File: config.mk
export PLATFORM = sky130hd
export DESIGN_NAME = alu_issue_ctrl_flat
export DESIGN_NICKNAME = d
export VERILOG_FILES = /design/src/rtl/alu_pkg.sv /design/src/rtl/alu_issue_ctrl_if.sv /design/src/rtl/alu_regfile.sv /design/src/rtl/alu_issue_ctrl.sv /design/src/flat_wrapper.sv
export SDC_FILE = /design/constraint.sdc
export NUM_CORES = 1
export LEC_CHECK = 0
export ABC_AREA = 1
export CORE_ASPECT_RATIO = 0.75
export CORE_MARGIN = 2
export CORE_UTILIZATION = 57
export CTS_CLUSTER_SIZE = 14
export DETAILED_ROUTE_END_ITERATION = 6
export MAX_ROUTING_LAYER = met4
export PLACE_DENSITY = 0.88
export REMOVE_ABC_BUFFERS = 1
export SLEW_MARGIN = 20
export SYNTH_ARGS = -nofsm -noshare
export SYNTH_HDL_FRONTEND = slang
export SYNTH_SLANG_ARGS = --single-unit
File: constraint.sdc
create_clock -name clk -period 3 [get_ports clk]
set_input_delay 0.6 -clock clk [delete_from_list [all_inputs] [get_ports clk]]
set_output_delay 0.6 -clock clk [all_outputs]
set_load 0.05 [all_outputs]
File: src/rtl/alu_pkg.sv
// Shared definitions for the ALU issue controller: opcode encodings,
// FSM state encoding and status-word bit positions.
package alu_pkg;

  // Opcodes presented to the downstream ALU on alu_op
  localparam logic [2:0] OP_ADD  = 3'd0;
  localparam logic [2:0] OP_SUB  = 3'd1;
  localparam logic [2:0] OP_AND  = 3'd2;
  localparam logic [2:0] OP_OR   = 3'd3;
  localparam logic [2:0] OP_XOR  = 3'd4;
  localparam logic [2:0] OP_SHL  = 3'd5;
  localparam logic [2:0] OP_SHR  = 3'd6;
  localparam logic [2:0] OP_PASS = 3'd7;

  // Status word layout {C,Z,V,N}
  localparam int ST_C = 3;
  localparam int ST_Z = 2;
  localparam int ST_V = 1;
  localparam int ST_N = 0;

  typedef enum logic [1:0] {
    S_IDLE = 2'd0,
    S_OPER = 2'd1,
    S_EXEC = 2'd2,
    S_WB   = 2'd3
  } state_t;

  // Assemble the four ALU flags into status-word order
  function automatic logic [3:0] pack_flags(input logic c, input logic z,
                                            input logic v, input logic n);
    logic [3:0] f;
    f       = '0;
    f[ST_C] = c;
    f[ST_Z] = z;
    f[ST_V] = v;
    f[ST_N] = n;
    return f;
  endfunction

endpackage

File: src/rtl/alu_issue_ctrl_if.sv
// Command channel of the ALU issue controller: valid/ready handshake plus
// the command fields. The master issues commands, the slave accepts them.
interface alu_issue_ctrl_if #(
  parameter int WIDTH = 8,
  parameter int RW    = 2
);
  logic             cmd_valid;
  logic             cmd_ready;
  logic [2:0]       cmd_op;
  logic [RW-1:0]    cmd_rd;
  logic [RW-1:0]    cmd_rs1;
  logic [RW-1:0]    cmd_rs2;
  logic             cmd_load;
  logic [WIDTH-1:0] cmd_imm;

  modport master (
    output cmd_valid, cmd_op, cmd_rd, cmd_rs1, cmd_rs2, cmd_load, cmd_imm,
    input  cmd_ready
  );

  modport slave (
    input  cmd_valid, cmd_op, cmd_rd, cmd_rs1, cmd_rs2, cmd_load, cmd_imm,
    output cmd_ready
  );
endinterface

File: src/rtl/alu_regfile.sv
// Register file for the ALU issue controller: one synchronous write port,
// three combinational read ports (two operand reads and a debug read).
module alu_regfile
  import alu_pkg::*;
#(
  parameter int WIDTH = 8,
  parameter int NREG  = 4,
  parameter int RW    = 2
) (
  input  logic             clk,
  input  logic             rst,
  input  logic             we,
  input  logic [RW-1:0]    wr_addr,
  input  logic [WIDTH-1:0] wr_data,
  input  logic [RW-1:0]    rs1_addr,
  input  logic [RW-1:0]    rs2_addr,
  input  logic [RW-1:0]    dbg_addr,
  output logic [WIDTH-1:0] rs1_data,
  output logic [WIDTH-1:0] rs2_data,
  output logic [WIDTH-1:0] dbg_data
);

  logic [WIDTH-1:0] mem [NREG];

  // Reset clears every entry and takes priority over a pending write
  always_ff @(posedge clk) begin
    if (rst) begin
      for (int i = 0; i < NREG; i++) mem[i] <= '0;
    end else if (we) begin
      mem[wr_addr] <= wr_data;
    end
  end

  assign rs1_data = mem[rs1_addr];
  assign rs2_data = mem[rs2_addr];
  assign dbg_data = mem[dbg_addr];

endmodule

File: src/rtl/alu_issue_ctrl.sv
// ALU issue controller: accepts one command at a time, fetches operands
// from the register file, drives an external ALU, captures its result and
// flags, then writes back and updates the status word.
// Optional feature: define ALU_ISSUE_STICKY_V_EN to enable the sticky
// overflow flag (v_sticky / clr_sticky); otherwise v_sticky reads 0.
module alu_issue_ctrl
  import alu_pkg::*;
#(
  parameter int  WIDTH = 8,
  parameter int  NREG  = 4,
  localparam int RW    = (NREG > 1) ? $clog2(NREG) : 1
) (
  input  logic             clk,
  input  logic             rst,
  alu_issue_ctrl_if.slave  cmd,
  output logic [WIDTH-1:0] alu_a,
  output logic [WIDTH-1:0] alu_b,
  output logic [2:0]       alu_op,
  input  logic [WIDTH-1:0] alu_result,
  input  logic             alu_c,
  input  logic             alu_z,
  input  logic             alu_v,
  input  logic             alu_n,
  output logic [3:0]       status,
  output logic             done,
  output logic             busy,
  input  logic [RW-1:0]    dbg_addr,
  output logic [WIDTH-1:0] dbg_data,
  output logic             v_sticky,
  input  logic             clr_sticky
);

  state_t           state;
  logic [2:0]       op_q;
  logic [RW-1:0]    rd_q, rs1_q, rs2_q;
  logic             load_q;
  logic [WIDTH-1:0] imm_q;
  logic [WIDTH-1:0] opa_q, opb_q;
  logic [2:0]       opop_q;
  logic [WIDTH-1:0] res_q;
  logic [3:0]       flags_q;
  logic [WIDTH-1:0] rs1_data, rs2_data;
  logic             wr_en;

  alu_regfile #(
    .WIDTH (WIDTH),
    .NREG  (NREG),
    .RW    (RW)
  ) u_regfile (
    .clk      (clk),
    .rst      (rst),
    .we       (wr_en),
    .wr_addr  (rd_q),
    .wr_data  (res_q),
    .rs1_addr (rs1_q),
    .rs2_addr (rs2_q),
    .dbg_addr (dbg_addr),
    .rs1_data (rs1_data),
    .rs2_data (rs2_data),
    .dbg_data (dbg_data)
  );

  // Write-back happens at the edge that ends WB; res_q holds the immediate
  // for loads so the regfile sees a single write source.
  assign wr_en         = (state == S_WB);
  assign cmd.cmd_ready = (state == S_IDLE);
  assign busy          = (state != S_IDLE);

  // Operand registers are zero outside EXEC/WB, so the ALU inputs are too
  assign alu_a  = opa_q;
  assign alu_b  = opb_q;
  assign alu_op = opop_q;

  // Issue FSM: latch command, fetch operands, capture ALU, write back
  always_ff @(posedge clk) begin
    if (rst) begin
      state   <= S_IDLE;
      op_q    <= '0;
      rd_q    <= '0;
      rs1_q   <= '0;
      rs2_q   <= '0;
      load_q  <= 1'b0;
      imm_q   <= '0;
      opa_q   <= '0;
      opb_q   <= '0;
      opop_q  <= '0;
      res_q   <= '0;
      flags_q <= '0;
      status  <= '0;
      done    <= 1'b0;
    end else begin
      case (state)
        S_IDLE: begin
          if (cmd.cmd_valid) begin
            op_q   <= cmd.cmd_op;
            rd_q   <= cmd.cmd_rd;
            rs1_q  <= cmd.cmd_rs1;
            rs2_q  <= cmd.cmd_rs2;
            load_q <= cmd.cmd_load;
            imm_q  <= cmd.cmd_imm;
            state  <= S_OPER;
          end
        end
        S_OPER: begin
          // Loads leave the ALU inputs at zero; their operands are don't-care
          if (!load_q) begin
            opa_q  <= rs1_data;
            opb_q  <= rs2_data;
            opop_q <= op_q;
          end
          state <= S_EXEC;
        end
        S_EXEC: begin
          res_q   <= load_q ? imm_q : alu_result;
          flags_q <= pack_flags(alu_c, alu_z, alu_v, alu_n);
          done    <= 1'b1;
          state   <= S_WB;
        end
        S_WB: begin
          if (!load_q) status <= flags_q;
          done   <= 1'b0;
          opa_q  <= '0;
          opb_q  <= '0;
          opop_q <= '0;
          state  <= S_IDLE;
        end
        default: state <= S_IDLE;
      endcase
    end
  end

`ifdef ALU_ISSUE_STICKY_V_EN
  // Sticky overflow: set by an ALU write-back with V=1, set beats clear
  always_ff @(posedge clk) begin
    if (rst) begin
      v_sticky <= 1'b0;
    end else if ((state == S_WB) && !load_q && flags_q[ST_V]) begin
      v_sticky <= 1'b1;
    end else if (clr_sticky) begin
      v_sticky <= 1'b0;
    end
  end
`else
  logic unused_clr_sticky;
  assign unused_clr_sticky = clr_sticky;
  assign v_sticky          = 1'b0;
`endif

endmodule

File: src/flat_wrapper.sv
// flat-port wrapper written by rule: the top's interface ports become plain ports
module alu_issue_ctrl_flat import alu_pkg::*;
#(
  parameter int  WIDTH = 8,
  parameter int  NREG  = 4,
  localparam int RW    = (NREG > 1) ? $clog2(NREG) : 1
)
  (clk, rst, alu_a, alu_b, alu_op, alu_result, alu_c, alu_z, alu_v, alu_n, status, done, busy, dbg_addr, dbg_data, v_sticky, clr_sticky, cmd_cmd_valid, cmd_cmd_op, cmd_cmd_rd, cmd_cmd_rs1, cmd_cmd_rs2, cmd_cmd_load, cmd_cmd_imm, cmd_cmd_ready);
  alu_issue_ctrl_if #(.WIDTH(WIDTH), .RW((2))) cmd_i ();
  input  logic clk;
  input  logic rst;
  output logic [WIDTH-1:0] alu_a;
  output logic [WIDTH-1:0] alu_b;
  output logic [2:0] alu_op;
  input  logic [WIDTH-1:0] alu_result;
  input  logic alu_c;
  input  logic alu_z;
  input  logic alu_v;
  input  logic alu_n;
  output logic [3:0] status;
  output logic done;
  output logic busy;
  input  logic [RW-1:0] dbg_addr;
  output logic [WIDTH-1:0] dbg_data;
  output logic v_sticky;
  input  logic clr_sticky;
  input wire logic [$bits(cmd_i.cmd_valid)-1:0] cmd_cmd_valid;
  input wire logic [$bits(cmd_i.cmd_op)-1:0] cmd_cmd_op;
  input wire logic [$bits(cmd_i.cmd_rd)-1:0] cmd_cmd_rd;
  input wire logic [$bits(cmd_i.cmd_rs1)-1:0] cmd_cmd_rs1;
  input wire logic [$bits(cmd_i.cmd_rs2)-1:0] cmd_cmd_rs2;
  input wire logic [$bits(cmd_i.cmd_load)-1:0] cmd_cmd_load;
  input wire logic [$bits(cmd_i.cmd_imm)-1:0] cmd_cmd_imm;
  output wire logic [$bits(cmd_i.cmd_ready)-1:0] cmd_cmd_ready;
  assign cmd_i.cmd_valid = cmd_cmd_valid;
  assign cmd_i.cmd_op = cmd_cmd_op;
  assign cmd_i.cmd_rd = cmd_cmd_rd;
  assign cmd_i.cmd_rs1 = cmd_cmd_rs1;
  assign cmd_i.cmd_rs2 = cmd_cmd_rs2;
  assign cmd_i.cmd_load = cmd_cmd_load;
  assign cmd_i.cmd_imm = cmd_cmd_imm;
  assign cmd_cmd_ready = cmd_i.cmd_ready;
  alu_issue_ctrl #(.WIDTH(WIDTH), .NREG(NREG)) u_core (.clk(clk), .rst(rst), .cmd(cmd_i), .alu_a(alu_a), .alu_b(alu_b), .alu_op(alu_op), .alu_result(alu_result), .alu_c(alu_c), .alu_z(alu_z), .alu_v(alu_v), .alu_n(alu_n), .status(status), .done(done), .busy(busy), .dbg_addr(dbg_addr), .dbg_data(dbg_data), .v_sticky(v_sticky), .clr_sticky(clr_sticky));
endmodule
==> results.yml <==
critical_path:
  path_class: "input pin to primary output"
  cp_max_fo: 24
  arrival_ps: 2220
  start_kind: "input pin"
  reg2regPathDepth: 5
  cp.required_ps: 2400
  cp-end-kind: "primary output"
yosys:
  synth_top_area_share: 0.2843
  syn-instance-count: 564
  synth_edf_count: 32
  synth.cell_area_um2: 4225
  yosys-top-cells-count: "152 x nand2_1, 84 x nor2_1, 62 x inv_1, 60 x dfxtp_1, 47 x a21oi_1"
  ys_ff_latch: 92
  yosysTopAreaCell: "dfxtp_1"
  synth-main-ff-cell: "dfxtp_1"
  async_reset_ff_frac: 0
  avgSynthCellArea_um2: 7.492
  yosysMostFrequentCell: "nand2_1"
  synthTopCellsByArea: "dfxtp_1 28%, edfxtp_1 23%, nand2_1 14%"
  yosys_warnings: 0
  yosysSeqAreaShare: 0.5117
  ys_types: 23
job:
  maxCapViolCount: 0
global_routing:
  grt_max_degree: 40
  gr-total-overflow: 0
  grt_antenna_before_repair: 0
  grt_pass1_vias: 3709
  grt_pass1_wl_um: 16770
  grtUsageTotal: 0.2710
power:
  power.share.switching: 0.4056
  seqPwrFrac: 0.402
  internal_power_w: 0.002535
  irDropWorstVdd_mv: 0.8205
  p_per_area_nw_per_um2: 816.4
  cellLeakagePower_nw: 2.208
  p_switching_w: 0.001730
  pwr-share-comb: 0.389
  clock_power_share: 0.209
clock_network:
  cts.sinks: 92
  clock_path_buffers: 2
  htree_num_levels: 3
  cts_resized: 0
  hold_buffers: 0
  clk_latency_ps: 380
  numCtsBuffers: 9
  cts_tree: "done"
  post_cts.repair.setup_buffers: 0
  clk_pin_slew_ps: 90
  clockRootBuffer: "clkbuf_8"
route:
  antenna_left: 0
  num_vias: 3826
  wl_per_cell_um: 13.79
  remaining_drc_errors: 0
  drtIter0Drc: 273
  first_pass_iters: 5
  wl_um: 10010
  avgViaCountPerCell: 5.270
final_layout:
  regArea_um2: 2162
  multi_input_area_um2: 1679
  diodes: 0
  fillers: 579
  layout-drive-gt1-share: 0.05440
  fin_nets: 661
  syn_to_final_growth_pct: 23.66
  finalInstanceArea_um2: 5225
placed_design:
  gp_congestion: 0.8922
  numPortBuffers: 68
  hpwl_um: 7152
  placed_cell_area_um2: 5014
timing:
  min_period_over_period: 0.9399
  fmax_ghz: 0.3547
  setup_violations: 0
  hold_viol_final: 0
  period_minus_slack_ps: 2820
  tns_ps: 0
  grt_setup_unrepaired: "false"
  slew_headroom: 0.4782
  skew_ps: 18.07
  tightest_slew_ps: 782.6
  drv_slew: 0
floorplanning:
  start_util: 0.5817
  fp-row-count: 27
  die_width_um: 103.4
  die_height_um: 78.57
  core_area_um2: 7263
  dieArea_um2: 8125
  pin_count: 71
hold_path:
  min_delay_path_depth: 2
  hold_path_class: "register to register"
status:
  status: "complete, no violations"
==> per-stage QoR <==
stage / hold slack (ps) / instances / total power (W) / utilization / worst slack (ps)
final: 469.2 / 726 / 0.004266 / 0.7194 / 180.4
after global routing: 486.0 / 726 / 0.004525 / 0.7194 / 21.56
after CTS: 469.1 / 726 / 0.004264 / 0.7194 / 206.4
after detailed placement: 455.2 / 710 / 0.003383 / 0.6903 / 233.9
after global placement: 452.9 / 710 / 0.003318 / 0.6903 / 272.1
after floorplan: 438.2 / 535 / 0.002828 / - / 568.1
==> critical path: stages <==
cell	delay, ps
clkdlybuf4s50_1	490
inv_1	270
o21ai_0	280
a21oi_1	70
a21oi_1	330
buf_12	190
==> layout make-up <==
type                    count  share of cell area
well taps                 101             0.02419
repair buffers             74              0.1542
clock inverters             4             0.01054
multi-input cells         379              0.3214
flip-flops and latches     92              0.4138
inverters                  64             0.04598
clock buffers              12             0.02993
==> path summary, 6_finish.rpt <==
| check | from | endpoint | slack [ps] |
|---|---|---|---|
| setup / recovery | dbg_addr[0] | dbg_data[6] | 180 |
| setup reg to reg | u_core.state[0]$_SDFFE_PP0P_ | u_core.u_regfile.mem[1][6]$_SDFFCE_PN0P_ | 890 |
| hold reg to reg | u_core.alu_b[5]$_SDFFE_PP0P_ | u_core.alu_b[5]$_SDFFE_PP0P_ | 470 |
| hold / removal | u_core.alu_b[5]$_SDFFE_PP0P_ | u_core.alu_b[5]$_SDFFE_PP0P_ | 470 |
==> layout by cell type, fill, tap and decap left out <==
master | Yosys | layout
nand2_4 | 1 | 1
inv_1 | 62 | 62
nor2_1 | 84 | 84
o211ai_1 | 8 | 8
buf_12 | 0 | 8
conb_1 | 1 | 1
edfxtp_1 | 32 | 32
nand3_1 | 40 | 40
a21oi_1 | 47 | 47
clkinv_4 | 0 | 1
buf_4 | 4 | 6
o21a_1 | 1 | 1
clkbuf_16 | 0 | 1
o21ai_0 | 35 | 35
dfxtp_1 | 60 | 60
inv_2 | 2 | 2
nand2_1 | 152 | 152
ha_1 | 5 | 5
nor3b_1 | 1 | 1
nor2_2 | 1 | 1
clkinvlp_4 | 0 | 1
inv_6 | 0 | 1
clkbuf_8 | 0 | 9
o22ai_1 | 1 | 1
nand2_2 | 1 | 1
clkdlybuf4s50_1 | 0 | 60
bufinv_16 | 0 | 1
clkbuf_1 | 14 | 2
nor2_4 | 1 | 1
==> per-layer routing <==
metal	vias to the layer above	GRT usage	part of all wire
met5	-	-	0
met1	1767	0.3406	0.44
met3	28	0.06589	0.056
li1	1893	-	-
met4	0	0.08553	0.019
met2	138	0.4323	0.48
==> power by group through the flow <==
stage | logic (W) | registers [W] | clock network (W)
2_1_floorplan | 0.000884 | 0.00194 | 0
3_3_place_gp | 0.00159 | 0.00173 | 0
3_5_place_dp | 0.00164 | 0.00174 | 0
4_1_cts | 0.00166 | 0.00171 | 0.000894
5_1_grt | 0.00183 | 0.00174 | 0.000947
6_report | 0.00166 | 0.00172 | 0.000889
==> kinds of logic after synthesis <==
group           synth area share
compound gates            0.1146
fa+ha+maj                0.01481
flops                     0.5117
buf+inv                  0.09091
other cells            0.0008875
simple gates              0.2671
==> state kept, by name (all words and copies together) (netlist names), 3 cells and up, named ones only <==
register,flops
u_core.alu_op,3
u_core.status,4
u_core.op_q,3
u_core.alu_a,8
u_core.alu_b,8
u_core.flags_q,4
u_core.u_regfile.mem,32
u_core.imm_q,8
u_core.res_q,8
(Power assumes the default switching activity.)
